## src/rtl/muldiv_unit_if.sv

```systemverilog
// -----------------------------------------------------------------------------
// muldiv_unit_if
// Interface bundle between the execute-stage controller and muldiv_unit.
//   start, op, a, b   : launch request with operation code and operands
//   hi_we, lo_we      : MTHI / MTLO write enables, data on wdata
//   busy, done        : operation in progress / one-cycle completion pulse
//   divzero           : last completed operation was a divide by zero
//   hi, lo            : architectural HI/LO registers
// master = controller side, slave = muldiv_unit side.
// -----------------------------------------------------------------------------
interface muldiv_unit_if #(
    parameter int WIDTH = 32
);
    logic             start;
    logic [1:0]       op;
    logic [WIDTH-1:0] a;
    logic [WIDTH-1:0] b;
    logic             hi_we;
    logic             lo_we;
    logic [WIDTH-1:0] wdata;
    logic             busy;
    logic             done;
    logic             divzero;
    logic [WIDTH-1:0] hi;
    logic [WIDTH-1:0] lo;

    modport master (
        output start, op, a, b, hi_we, lo_we, wdata,
        input  busy, done, divzero, hi, lo
    );

    modport slave (
        input  start, op, a, b, hi_we, lo_we, wdata,
        output busy, done, divzero, hi, lo
    );
endinterface

```

## src/rtl/muldiv_unit.sv

```systemverilog
// -----------------------------------------------------------------------------
// muldiv_unit
// Iterative MULT/MULTU/DIV/DIVU unit with HI/LO registers. One shift-add
// (multiply) or restoring shift-subtract (divide) step per clock on operand
// magnitudes, followed by a sign-correction cycle that commits HI/LO.
// Ports:
//   clk    : rising-edge clock
//   reset  : asynchronous active-low reset
//   bus    : muldiv_unit_if slave modport (start/op/a/b, hi_we/lo_we/wdata,
//            busy/done/divzero, hi/lo)
// op: 00 MULTU, 01 MULT, 10 DIVU, 11 DIV.
// -----------------------------------------------------------------------------
module muldiv_unit #(
    parameter int WIDTH = 32
) (
    input  logic         clk,
    input  logic         reset,
    muldiv_unit_if.slave bus
);
    localparam int CNT_W = $clog2(WIDTH) + 1;

    localparam logic [1:0] S_IDLE = 2'd0;
    localparam logic [1:0] S_RUN  = 2'd1;
    localparam logic [1:0] S_FIX  = 2'd2;

    // Two's-complement negation when en is set (WIDTH and 2*WIDTH variants).
    function automatic logic [WIDTH-1:0] cond_neg_w(input logic [WIDTH-1:0] x, input logic en);
        return en ? (~x + WIDTH'(1)) : x;
    endfunction

    function automatic logic [2*WIDTH-1:0] cond_neg_2w(input logic [2*WIDTH-1:0] x, input logic en);
        return en ? (~x + (2*WIDTH)'(1)) : x;
    endfunction

    logic [1:0]       state_q, state_d;
    logic [CNT_W-1:0] cnt_q, cnt_d;
    logic [WIDTH-1:0] acc_q, acc_d;       // product high half / partial remainder
    logic [WIDTH-1:0] wq_q, wq_d;         // multiplier bits / dividend-quotient bits
    logic [WIDTH-1:0] m_q, m_d;           // |multiplicand| or |divisor|
    logic             is_div_q, is_div_d;
    logic             neg_q, neg_d;       // result (product/quotient) is negative
    logic             rem_neg_q, rem_neg_d;
    logic             dz_q, dz_d;         // divisor captured as zero
    logic [WIDTH-1:0] a_orig_q, a_orig_d;
    logic [WIDTH-1:0] hi_q, hi_d;
    logic [WIDTH-1:0] lo_q, lo_d;
    logic             done_q, done_d;
    logic             divzero_q, divzero_d;

    // Operand sign decode and magnitudes; |most-negative| wraps to 2^(WIDTH-1),
    // which is the correct unsigned magnitude.
    logic signed [WIDTH-1:0] a_s, b_s;
    logic                    a_neg, b_neg;
    logic [WIDTH-1:0]        a_mag, b_mag;

    assign a_s   = bus.a;
    assign b_s   = bus.b;
    assign a_neg = bus.op[0] & (a_s < 0);
    assign b_neg = bus.op[0] & (b_s < 0);
    assign a_mag = cond_neg_w(bus.a, a_neg);
    assign b_mag = cond_neg_w(bus.b, b_neg);

    logic [WIDTH:0]     add_sum;
    logic [WIDTH:0]     shifted;
    logic [WIDTH:0]     diff;
    logic [2*WIDTH-1:0] prod;

    assign add_sum = {1'b0, acc_q} + {1'b0, m_q};
    assign shifted = {acc_q, wq_q[WIDTH-1]};
    assign diff    = shifted - {1'b0, m_q};
    assign prod    = cond_neg_2w({acc_q, wq_q}, neg_q);

    always_comb begin
        state_d   = state_q;
        cnt_d     = cnt_q;
        acc_d     = acc_q;
        wq_d      = wq_q;
        m_d       = m_q;
        is_div_d  = is_div_q;
        neg_d     = neg_q;
        rem_neg_d = rem_neg_q;
        dz_d      = dz_q;
        a_orig_d  = a_orig_q;
        hi_d      = hi_q;
        lo_d      = lo_q;
        done_d    = 1'b0;
        divzero_d = divzero_q;

        case (state_q)
            S_IDLE: begin
                if (bus.hi_we) hi_d = bus.wdata;
                if (bus.lo_we) lo_d = bus.wdata;
                if (bus.start) begin
                    is_div_d  = bus.op[1];
                    neg_d     = a_neg ^ b_neg;
                    rem_neg_d = a_neg;
                    dz_d      = (bus.b == '0);
                    a_orig_d  = bus.a;
                    cnt_d     = '0;
                    acc_d     = '0;
                    wq_d      = bus.op[1] ? a_mag : b_mag;
                    m_d       = bus.op[1] ? b_mag : a_mag;
                    state_d   = S_RUN;
                end
            end
            S_RUN: begin
                if (is_div_q) begin
                    // Restoring step: keep the subtraction only if it did not borrow.
                    if (!diff[WIDTH]) begin
                        acc_d = diff[WIDTH-1:0];
                        wq_d  = {wq_q[WIDTH-2:0], 1'b1};
                    end else begin
                        acc_d = shifted[WIDTH-1:0];
                        wq_d  = {wq_q[WIDTH-2:0], 1'b0};
                    end
                end else begin
                    // Shift-add: product forms in {acc, wq} as multiplier bits retire.
                    if (wq_q[0]) begin
                        acc_d = add_sum[WIDTH:1];
                        wq_d  = {add_sum[0], wq_q[WIDTH-1:1]};
                    end else begin
                        acc_d = {1'b0, acc_q[WIDTH-1:1]};
                        wq_d  = {acc_q[0], wq_q[WIDTH-1:1]};
                    end
                end
                cnt_d = cnt_q + CNT_W'(1);
                if (cnt_q == CNT_W'(WIDTH - 1)) state_d = S_FIX;
            end
            S_FIX: begin
                if (!is_div_q) begin
                    hi_d = prod[2*WIDTH-1:WIDTH];
                    lo_d = prod[WIDTH-1:0];
                end else if (dz_q) begin
                    hi_d = a_orig_q;
                    lo_d = '1;
                end else begin
                    hi_d = cond_neg_w(acc_q, rem_neg_q);
                    lo_d = cond_neg_w(wq_q, neg_q);
                end
                divzero_d = is_div_q & dz_q;
                done_d    = 1'b1;
                state_d   = S_IDLE;
            end
            default: state_d = S_IDLE;
        endcase
    end

    always_ff @(posedge clk or negedge reset) begin
        if (!reset) begin
            state_q   <= S_IDLE;
            cnt_q     <= '0;
            acc_q     <= '0;
            wq_q      <= '0;
            m_q       <= '0;
            is_div_q  <= 1'b0;
            neg_q     <= 1'b0;
            rem_neg_q <= 1'b0;
            dz_q      <= 1'b0;
            a_orig_q  <= '0;
            hi_q      <= '0;
            lo_q      <= '0;
            done_q    <= 1'b0;
            divzero_q <= 1'b0;
        end else begin
            state_q   <= state_d;
            cnt_q     <= cnt_d;
            acc_q     <= acc_d;
            wq_q      <= wq_d;
            m_q       <= m_d;
            is_div_q  <= is_div_d;
            neg_q     <= neg_d;
            rem_neg_q <= rem_neg_d;
            dz_q      <= dz_d;
            a_orig_q  <= a_orig_d;
            hi_q      <= hi_d;
            lo_q      <= lo_d;
            done_q    <= done_d;
            divzero_q <= divzero_d;
        end
    end

    assign bus.busy    = (state_q != S_IDLE);
    assign bus.done    = done_q;
    assign bus.divzero = divzero_q;
    assign bus.hi      = hi_q;
    assign bus.lo      = lo_q;
endmodule

```

## src/flat_wrapper.sv

```systemverilog
// flat-port wrapper written by rule: the top's interface ports become plain ports
module muldiv_unit_flat 
#(
    parameter int WIDTH = 32
)
  (clk, reset, bus_start, bus_op, bus_a, bus_b, bus_hi_we, bus_lo_we, bus_wdata, bus_busy, bus_done, bus_divzero, bus_hi, bus_lo);
  muldiv_unit_if #(.WIDTH(WIDTH)) bus_i ();
  input  logic clk;
  input  logic reset;
  input wire logic [$bits(bus_i.start)-1:0] bus_start;
  input wire logic [$bits(bus_i.op)-1:0] bus_op;
  input wire logic [$bits(bus_i.a)-1:0] bus_a;
  input wire logic [$bits(bus_i.b)-1:0] bus_b;
  input wire logic [$bits(bus_i.hi_we)-1:0] bus_hi_we;
  input wire logic [$bits(bus_i.lo_we)-1:0] bus_lo_we;
  input wire logic [$bits(bus_i.wdata)-1:0] bus_wdata;
  output wire logic [$bits(bus_i.busy)-1:0] bus_busy;
  output wire logic [$bits(bus_i.done)-1:0] bus_done;
  output wire logic [$bits(bus_i.divzero)-1:0] bus_divzero;
  output wire logic [$bits(bus_i.hi)-1:0] bus_hi;
  output wire logic [$bits(bus_i.lo)-1:0] bus_lo;
  assign bus_i.start = bus_start;
  assign bus_i.op = bus_op;
  assign bus_i.a = bus_a;
  assign bus_i.b = bus_b;
  assign bus_i.hi_we = bus_hi_we;
  assign bus_i.lo_we = bus_lo_we;
  assign bus_i.wdata = bus_wdata;
  assign bus_busy = bus_i.busy;
  assign bus_done = bus_i.done;
  assign bus_divzero = bus_i.divzero;
  assign bus_hi = bus_i.hi;
  assign bus_lo = bus_i.lo;
  muldiv_unit #(.WIDTH(WIDTH)) u_core (.clk(clk), .reset(reset), .bus(bus_i));
endmodule
```

## config.mk

```make
export PLATFORM = sky130hd
export DESIGN_NAME = muldiv_unit_flat
export DESIGN_NICKNAME = d
export VERILOG_FILES = /design/src/rtl/muldiv_unit_if.sv /design/src/rtl/muldiv_unit.sv /design/src/flat_wrapper.sv
export SDC_FILE = /design/constraint.sdc
export NUM_CORES = 1
export LEC_CHECK = 0
export BUFFER_PORTS_ARGS = -buffer_cell sky130_fd_sc_hd__buf_2
export CAP_MARGIN = 20
export CORE_MARGIN = 3
export CORE_UTILIZATION = 50
export CTS_BUF_LIST = sky130_fd_sc_hd__clkbuf_4 sky130_fd_sc_hd__clkbuf_8 sky130_fd_sc_hd__clkbuf_16
export CTS_CLUSTER_SIZE = 8
export DETAILED_ROUTE_END_ITERATION = 7
export PLACE_DENSITY_LB_ADDON = 0.2
export SLEW_MARGIN = 20
export SYNTH_ARGS = -nofsm -noshare
export SYNTH_HDL_FRONTEND = slang
export SYNTH_SLANG_ARGS = --single-unit
```

## constraint.sdc

```tcl
create_clock -name clk -period 4.3 [get_ports clk]
set_input_delay 0 -clock clk [delete_from_list [all_inputs] [get_ports clk]]
set_output_delay 0 -clock clk [all_outputs]
set_load 0.1 [all_outputs]
```

==> Word-level counts from Yosys, hierarchy flattened <==
Cells that the tools add are included.
Widths: inputs -> output; s select.
{ "totals": {"regBits": 206, "inputBits": 103, "output_inout_bits": 67, "wordCells": 81} }
{ "classes": {"addsub": 8, "order_cmp": 2, "eq_ne": 7, "n_mux": 31, "bitwise_logic": 9, "n_reduce_logical": 10} }
{ "op_table": {"columns": ["operator", "n"], "rows": [
  ["$mux 32", 19],
  ["$pmux 32 s2", 4],
  ["$add 32x1->32 const B", 4],
  ["$not 32->32", 4],
  ["$add 64x1->64 const B", 1],
  ["$lt 32x1->1 const B", 2],
  ["$mux 64", 1],
  ["$not 64->64", 1],
  ["$add 32x32->33", 1],
  ["$sub 33x32->33", 1],
  ["$logic_not 32->1", 1],
  ["$pmux 6 s2", 1],
  ["$reduce_and 2->1", 5],
  ["$add 6x1->6 const B", 1],
  ["$eq 6x5->1 const B", 1],
  ["$mux 6", 1],
  ["$ne 2x2->1 const B", 3],
  ["$reduce_bool 2->1", 3],
  ["$mux 2", 2],
  ["$pmux 2 s2", 1],
  ["$and 1x1->1", 3],
  ["$eq 2x1->1 const B", 1],
  ["$eq 2x2->1 const B", 1],
  ["$logic_not 2->1", 1],
  ["3 further kinds", 4]
]} }

==> Longest topological paths before layout <==
Gate-level depths: netlist of the first run.
{ "depth": {"word_depth": 6, "mapped_depth": 16, "depth_no_buf": 13} }

==> Worst setup path before layout of the first run <==
No wires, ideal clock.
{ "synth_path": {"path_kind": "register -> register", "startpoint": "register u_core.acc_q[1]", "endpoint": "register u_core.hi_q[26], in the netlist u_core.bus.hi[26]", "setup_time_ns": 0.134, "t_arrival_ns": 3.481, "t_required_ns": 4.166, "slack_ns": 0.685, "stages_incl_launch_ff": 14, "n_path_buf": 1, "synth_period_minus_slack_ns": 3.615, "path_cell_list": "dfrtp_1 > clkbuf_1 > inv_1 > ha_1 > or3b_4 > or3_4 > or4_4 > or4_4 > or3b_1 > nand2_1 > xor2_1 > o21ai_1 > a222oi_1 > o21ai_1"} }
{ "synth_via": {"elab_chain_cells": 6, "elab_cells_between_ends": 9, "classes_between": "2 x add/sub; 5 x mux; 2 x bitwise"} }
{ "synth_rtl": {"columns": ["item", "line", "rtl"], "rows": [
  ["start, declared", "muldiv_unit.sv:37", "logic [WIDTH-1:0] acc_q, acc_d;"],
  ["start signal, assigned", "muldiv_unit.sv:152", "acc_q <= '0;"],
  ["start signal, assigned", "muldiv_unit.sv:167", "acc_q <= acc_d;"],
  ["$not 32->32", "muldiv_unit.sv:28", "return en ? (~x + WIDTH'(1)) : x;"],
  ["$add 32x1->32", "muldiv_unit.sv:28", null],
  ["$mux 32", "muldiv_unit.sv:28", null],
  ["$mux 32", "muldiv_unit.sv:133", "end else if (dz_q) begin"],
  ["$mux 32 (*)", "muldiv_unit.sv:130", "if (!is_div_q) begin"],
  ["$pmux 32 s2 (*)", "muldiv_unit.sv:89", "case (state_q)"],
  ["end signal, assigned", "muldiv_unit.sv:175", "hi_q <= hi_d;"],
  ["end, declared", "muldiv_unit.sv:45", "logic [WIDTH-1:0] hi_q, hi_d;"]
]} }
Every way passes the cells marked *; elsewhere a longest branch is shown, timed or not.
A chain may end at the register's enable or synchronous reset.

==> Final worst setup path of the first run <==
Ends and elaborated chain as after synthesis.

==> results.py, run 1 <==
metrics = {
    "global_route": {
        "antenna_found_initial": 1,
        "grt_first_pass_wirelength_um": 98300,
        "overflow": 0,
        "grt_use_total": 0.347,
        "grt_max_degree": 98,
        "grt_pass1_vias": 16841,
    },
    "drt": {
        "routed_wl_um": 64600,
        "drc": 11,
        "viasPerCell": 6.33,
        "routedWlPerCell_um": 22.7,
        "drt-initial-drc-count": 2020,
        "drtPass1Iterations": 8,
        "dr_total_vias": 17994,
        "ant_nets": 0,
    },
    "cts": {
        "tritoncts": "built",
        "clkSlewWorstSetupHoldPaths_ns": 0.06,
        "post_cts_resized": 0,
        "clock_latency_ns": 0.56,
        "numCtsBuffers": 30,
        "post-cts-setup-buffers": 0,
        "cts.htree.levels": 1,
        "clock_sinks": 206,
        "root_buffer": "clkbuf_16",
        "clk_path_buf_depth": 3,
    },
    "yosys": {
        "synth_nets": 2402,
        "synth_area_um2": 17100,
        "syn_inst": 2228,
        "yosys.cell_count.top_type": "nand2_1",
        "synth_area_leaders": "dfrtp_1 (30%), nand2_1 (7.4%), o21ai_0 (6.4%)",
        "yosysWarnings": 0,
        "ys_seq_elements": 206,
        "yosysUniqueCellTypes": 75,
        "async_flop_share": 1.00,
        "ys.flop_type": "dfrtp_1",
        "synth_area_per_cell_um2": 7.68,
        "yosys.area.top_type_share": 0.301,
        "netlist_top_cells_count": "nand2_1 (335), o21ai_0 (218), dfrtp_1 (206)",
        "synth_edf_count": 0,
        "yosysTopAreaCell": "dfrtp_1",
        "yosysSeqAreaShare": 0.301,
    },
    "sta": {
        "relSlewSlack": 0.279,
        "report.final.slew_viol_count": 0,
        "rsz0062_at_grt": "no",
        "skew_ns": 0.0206,
        "fin_ws_ns": 0.456,
        "final.period_utilization": 0.894,
        "fmax_ghz": 0.260,
        "worstMarginPinSlew_ns": 1.08,
        "setup_viol": 0,
        "tns_ns": 0,
        "min_period_ns": 3.84,
        "hold_violations": 9,
        "hold_ws_ns": -0.0150,
    },
    "setup_path": {
        "worstPathRequired_ns": 4.71,
        "reg2reg_from": "u_core.acc_q[1]$_DFFE_PN0P_",
        "worstSetupEndpointType": "register",
        "cp_slowest_stage_delay_ns": 0.54,
        "path_cells": "inv_1, ha_1, or3b_4, or3_4, or4_4, or4_4, or3b_1, nand2_1, xor2_1, o21ai_1, a222oi_1, o21ai_1",
        "startpoint": "u_core.acc_q[1]$_DFFE_PN0P_",
        "crit_fanout": 9,
        "ff2ff_path_depth": 12,
        "worstPathArrival_ns": 4.26,
        "worst_path_dominant_cell_family": "simple AND/OR/NAND/NOR gates",
        "criticalPathCategory": "reg2reg",
        "path_buf_inv": 1,
        "startpoint_type": "register",
        "crit_cells": 12,
        "slowest_stage": "or4_4",
    },
    "die": {
        "initial_core_util": 0.509,
        "core_region_area_um2": 33600,
        "dieArea_um2": 36500,
        "std_cell_rows": 67,
        "chipWidth_um": 191,
        "die_y_um": 191,
        "pin_count": 170,
    },
    "place": {
        "dpl.hpwl_um": 48100,
        "dp_cells": 2723,
        "pre_cts_ws_ns": 0.516,
        "numPortBuffers": 169,
        "postPlaceCellArea_um2": 18300,
        "gp_congestion": 1.01,
    },
    "layout": {
        "fill_cells": 3028,
        "final_util": 0.595,
        "layout-drive-gt1-share": 0.120,
        "seqCellArea_um2": 5160,
        "stdcell_area_um2": 20000,
        "area_growth_pct": 16.9,
        "nets": 2563,
        "multi_input_area_um2": 11100,
        "n_antenna_cell": 0,
        "layout.cells.non_filler": 2844,
    },
    "run": {
        "max_cap_viol_count": 0,
    },
    "power_and_ir_drop": {
        "total_power_mw": 16.6,
        "power_leakage_nw": 8.71,
        "cellPowerDensity_nw_per_um2": 830,
        "ir_drop_mv": 0.502,
    },
    "outcome": {
        "outcome": "finished with violations",
        "failed_checks": "design-rule violations, negative hold slack",
    },
    "min_path": {
        "hold_start": "bus_lo_we",
        "min_path_cells": 4,
        "hold_path_class": "in2reg",
    },
}
worst reg2reg max path: cells and delay by family (launching register included):
family / cells / cell delay, ns
AOI/OAI and AO/OA: 3 / 0.48
xor gates and xnor gates: 1 / 0.16
and+or+nand+nor: 6 / 2.25
DFF: 1 / 0.48
buffers and inverters: 1 / 0.17
adders and majority gates: 1 / 0.18
report_power, final:
group / total (mW) / internal, mW / switching, mW
logic: 10.5 / 3.87 / 6.65
registers: 3.85 / 2.67 / 1.18
clock network: 2.22 / 1.34 / 0.879
metal layers:
layer | global-route usage | wire, µm
met1 | 0.494 | 27300
met4 | 0.129 | 2930
met3 | 0.0649 | 6740
met2 | 0.527 | 27600
met5 | 0 | 13
layout by cell type (no fill, tap or decap), types with 69 or more instances in the layout:
cell type      instances
xnor2_1              117
dlygate4sd3_1         81
dfrtp_1              202
ha_1                  69
buf_2                168
o21ai_0              218
nand2_1              334
nor2_1               159
a21oi_1              188
xor2_1                84
final timing paths:
| check | to | slack, ns |
|---|---|---|
| worst max register to register | u_core.bus.hi[26]$_DFFE_PN0P_ | 0.46 |
| worst min-delay path | u_core.bus.lo[22]$_DFFE_PN0P_ | -0.01 |
| min in group asynchronous | u_core.bus.lo[9]$_DFFE_PN0P_ | 0.10 |
| worst max-delay path | u_core.bus.hi[26]$_DFFE_PN0P_ | 0.46 |
| worst min register to register | u_core.bus.hi[4]$_DFFE_PN0P_ | 0.47 |
| max in group asynchronous | u_core.bus.lo[15]$_DFFE_PN0P_ | 3.03 |
state kept, by name, indices dropped and copies added, names as in the netlist:
| register | count |
|---|---|
| u_core.bus.hi | 32 |
| u_core.bus.done | 1 |
| u_core.m_q | 32 |
| u_core.acc_q | 32 |
| u_core.is_div_q | 1 |
| u_core.dz_q | 1 |
| u_core.neg_q | 1 |
| u_core.state_q | 2 |
| u_core.a_orig_q | 32 |
| u_core.bus.divzero | 1 |
| u_core.wq_q | 32 |
| u_core.cnt_q | 6 |
| u_core.bus.lo | 32 |
| u_core.rem_neg_q | 1 |
repair_timing:
action / 4_1_cts / 5_1_grt
setup endpoints to repair: 0 / 0
hold endpoints to repair: 208 / 0
hold buffers: 81 / 0
logic make-up after synthesis:
group / count (synthesis) / synth area share
multiplexers: 66 / 0.0387
XOR/XNOR: 202 / 0.103
flip-flops: 206 / 0.301
adder cells (fa/ha/maj): 71 / 0.0528
AND/OR/NAND/NOR: 724 / 0.192
buffers and inverters: 236 / 0.0533
AO/OA/AOI/OAI: 723 / 0.258
area by class of cell:
cell class	instances	share of cell area
Timing Repair Buffer	298	0.104
Multi-Input combinational cell	1786	0.555
Inverter	67	0.0126
Tap cell	448	0.0280
Clock buffer	38	0.0424
Sequential cell	206	0.258
Clock inverter	1	0.000250
(Power assumes the default switching activity.)
==> run 2, diff against run 1 <==
- CORE_ASPECT_RATIO: default -> 0.7
==> results.py, run 2 (synthesized netlist as in run 1, its figures left out) <==
metrics = {
    "die": {
        "dieArea_um2": 36500,
        "initial_core_util": 0.518,
        "die_y_um": 161,
        "std_cell_rows": 55,
        "chipWidth_um": 227,
        "pin_count": 170,
        "core_region_area_um2": 33000,
    },
    "global_route": {
        "grt_use_total": 0.359,
        "grt_max_degree": 98,
        "grt_first_pass_wirelength_um": 101000,
        "grt_pass1_vias": 16297,
        "antenna_found_initial": 1,
        "overflow": 0,
    },
    "cts": {
        "clk_path_buf_depth": 3,
        "cts.htree.levels": 1,
        "root_buffer": "clkbuf_16",
        "tritoncts": "built",
        "numCtsBuffers": 29,
        "clkSlewWorstSetupHoldPaths_ns": 0.06,
        "clock_latency_ns": 0.57,
        "post-cts-setup-buffers": 0,
        "clock_sinks": 206,
        "post_cts_resized": 0,
    },
    "layout": {
        "multi_input_area_um2": 11100,
        "nets": 2565,
        "fill_cells": 3023,
        "seqCellArea_um2": 5160,
        "most-common-layout-cells": "nand2_1 (334), o21ai_0 (218), dfrtp_1 (202), a21oi_1 (188), buf_2 (168)",
        "layout.cells.most_common": "nand2_1",
        "layout.cells.non_filler": 2824,
        "area_growth_pct": 16.4,
        "layout-drive-gt1-share": 0.118,
    },
    "min_path": {
        "whs_endpoint": "u_core.bus.lo[26]$_DFFE_PN0P_",
        "min_path_cells": 4,
        "hold_start": "bus_lo_we",
        "hold_path_class": "in2reg",
    },
    "setup_path": {
        "crit_fanout": 9,
        "cp_slowest_stage_delay_ns": 0.62,
        "startpoint": "u_core.wq_q[10]$_DFFE_PN0P_",
        "worstPathRequired_ns": 4.75,
        "crit_top_cell": "or4_1",
        "reg2reg_from": "u_core.wq_q[10]$_DFFE_PN0P_",
        "ff2ff_path_depth": 9,
        "rrSetupSlack_ns": 0.49,
        "path_buf_inv": 0,
        "criticalPathCategory": "reg2reg",
        "slowest_stage": "or4_1",
        "startpoint_type": "register",
        "path_cells": "or4_1, or4_1, or4_4, or2_0, nor2_1, nand2_1, o21ai_0, xor2_1, a221oi_1",
        "r2r-end": "u_core.bus.hi[27]$_DFFE_PN0P_",
        "worst_path_dominant_cell_family": "simple AND/OR/NAND/NOR gates",
        "worstPathArrival_ns": 4.27,
        "worstSetupEndpointType": "register",
    },
    "sta": {
        "rsz0062_at_grt": "no",
        "fmax_ghz": 0.262,
        "final.period_utilization": 0.887,
        "skew_ns": 0.0247,
        "tns_ns": 0,
        "setup_viol": 0,
        "report.final.slew_viol_count": 0,
        "min_period_ns": 3.81,
        "hold_ws_ns": -0.0431,
        "worstMarginPinSlew_ns": 1.08,
        "relSlewSlack": 0.274,
        "hold_violations": 12,
    },
    "drt": {
        "routedWlPerCell_um": 23.8,
        "drc": 0,
        "viasPerCell": 6.34,
        "drt-initial-drc-count": 2368,
        "dr_total_vias": 17909,
        "routed_wl_um": 67300,
        "drtPass1Iterations": 6,
        "ant_nets": 0,
    },
    "run": {
        "max_cap_viol_count": 0,
    },
    "place": {
        "numPortBuffers": 169,
        "gp_congestion": 1.00,
        "dp_cells": 2700,
        "dpl.hpwl_um": 51000,
    },
    "power_and_ir_drop": {
        "seqPwrFrac": 0.231,
        "netSwitchingPower_mw": 8.85,
        "power_leakage_nw": 8.68,
        "cellPowerDensity_nw_per_um2": 836,
        "p_clk_frac": 0.126,
        "combPwrFrac": 0.642,
        "swShare": 0.532,
        "intPower_mw": 7.80,
        "ir_drop_mv": 0.545,
    },
    "outcome": {
        "outcome": "finished with violations",
        "failed_checks": "negative hold slack",
    },
}
-- run 2: per-stage QoR --
step | utilization | power (mW) | worst slack, ns | area, µm²
2_1_floorplan | - | 11.3 | 0.685 | 17100
3_3_place_gp | 0.552 | 14.0 | 0.706 | 18200
3_5_place_dp | 0.552 | 14.1 | 0.608 | 18200
4_1_cts | 0.602 | 16.3 | 0.601 | 19900
5_1_grt | 0.603 | 17.7 | 0.296 | 19900
6_report | 0.603 | 16.6 | 0.485 | 19900
-- run 2: worst reg2reg max path, cell delays in order, from the launching register on --
cell	delay, ns
dfrtp_1	0.44
or4_1	0.62
or4_1	0.57
or4_4	0.57
or2_0	0.47
nor2_1	0.33
nand2_1	0.13
o21ai_0	0.24
xor2_1	0.09
a221oi_1	0.26
-- run 2: worst max path at each step --
stage                                          to  slack [ns]  cells past startpoint
finish              u_core.bus.hi[27]$_DFFE_PN0P_        0.49                      9
global route        u_core.bus.hi[28]$_DFFE_PN0P_        0.30                     10
CTS                 u_core.bus.hi[27]$_DFFE_PN0P_        0.60                      9
detailed placement  u_core.bus.hi[31]$_DFFE_PN0P_        0.61                      8
global placement    u_core.bus.hi[26]$_DFFE_PN0P_        0.71                     12
floorplan           u_core.bus.hi[26]$_DFFE_PN0P_        0.69                     13
-- run 2: what timing repair did --
| action | CTS | global route |
|---|---|---|
| hold buffers | 86 | 0 |
| endpoints found under the hold margin | 200 | 0 |
| endpoints found under the setup margin | 0 | 0 |
-- run 2: area by class of cell --
type,instances,share of cell area
inverter,67,0.0126
tap,427,0.0268
clock buffer,35,0.0387
multi-input combinational,1786,0.557
timing repair buffer,301,0.105
antenna,1,0.000126
sequential,206,0.259
clock inverter,1,0.000440
-- run 2: power by group through the flow --
stage          registers, mW  logic (mW)  clock network, mW
2_1_floorplan           4.47        6.84                  0
3_3_place_gp            3.77        10.3                  0
3_5_place_dp            3.80        10.3                  0
4_1_cts                 3.77        10.5               2.12
5_1_grt                 3.91        11.6               2.20
6_report                3.85        10.7               2.11
-- run 2: per-layer routing --
layer | vias to the layer above | global-route usage | part of all wire | wire [µm]
met5 | - | 0 | 0 | 0
met4 | 0 | 0.101 | 0.032 | 2150
met3 | 116 | 0.115 | 0.12 | 8280
met2 | 995 | 0.480 | 0.39 | 26300
met1 | 8536 | 0.547 | 0.45 | 30600
li1 | 8262 | - | - | -
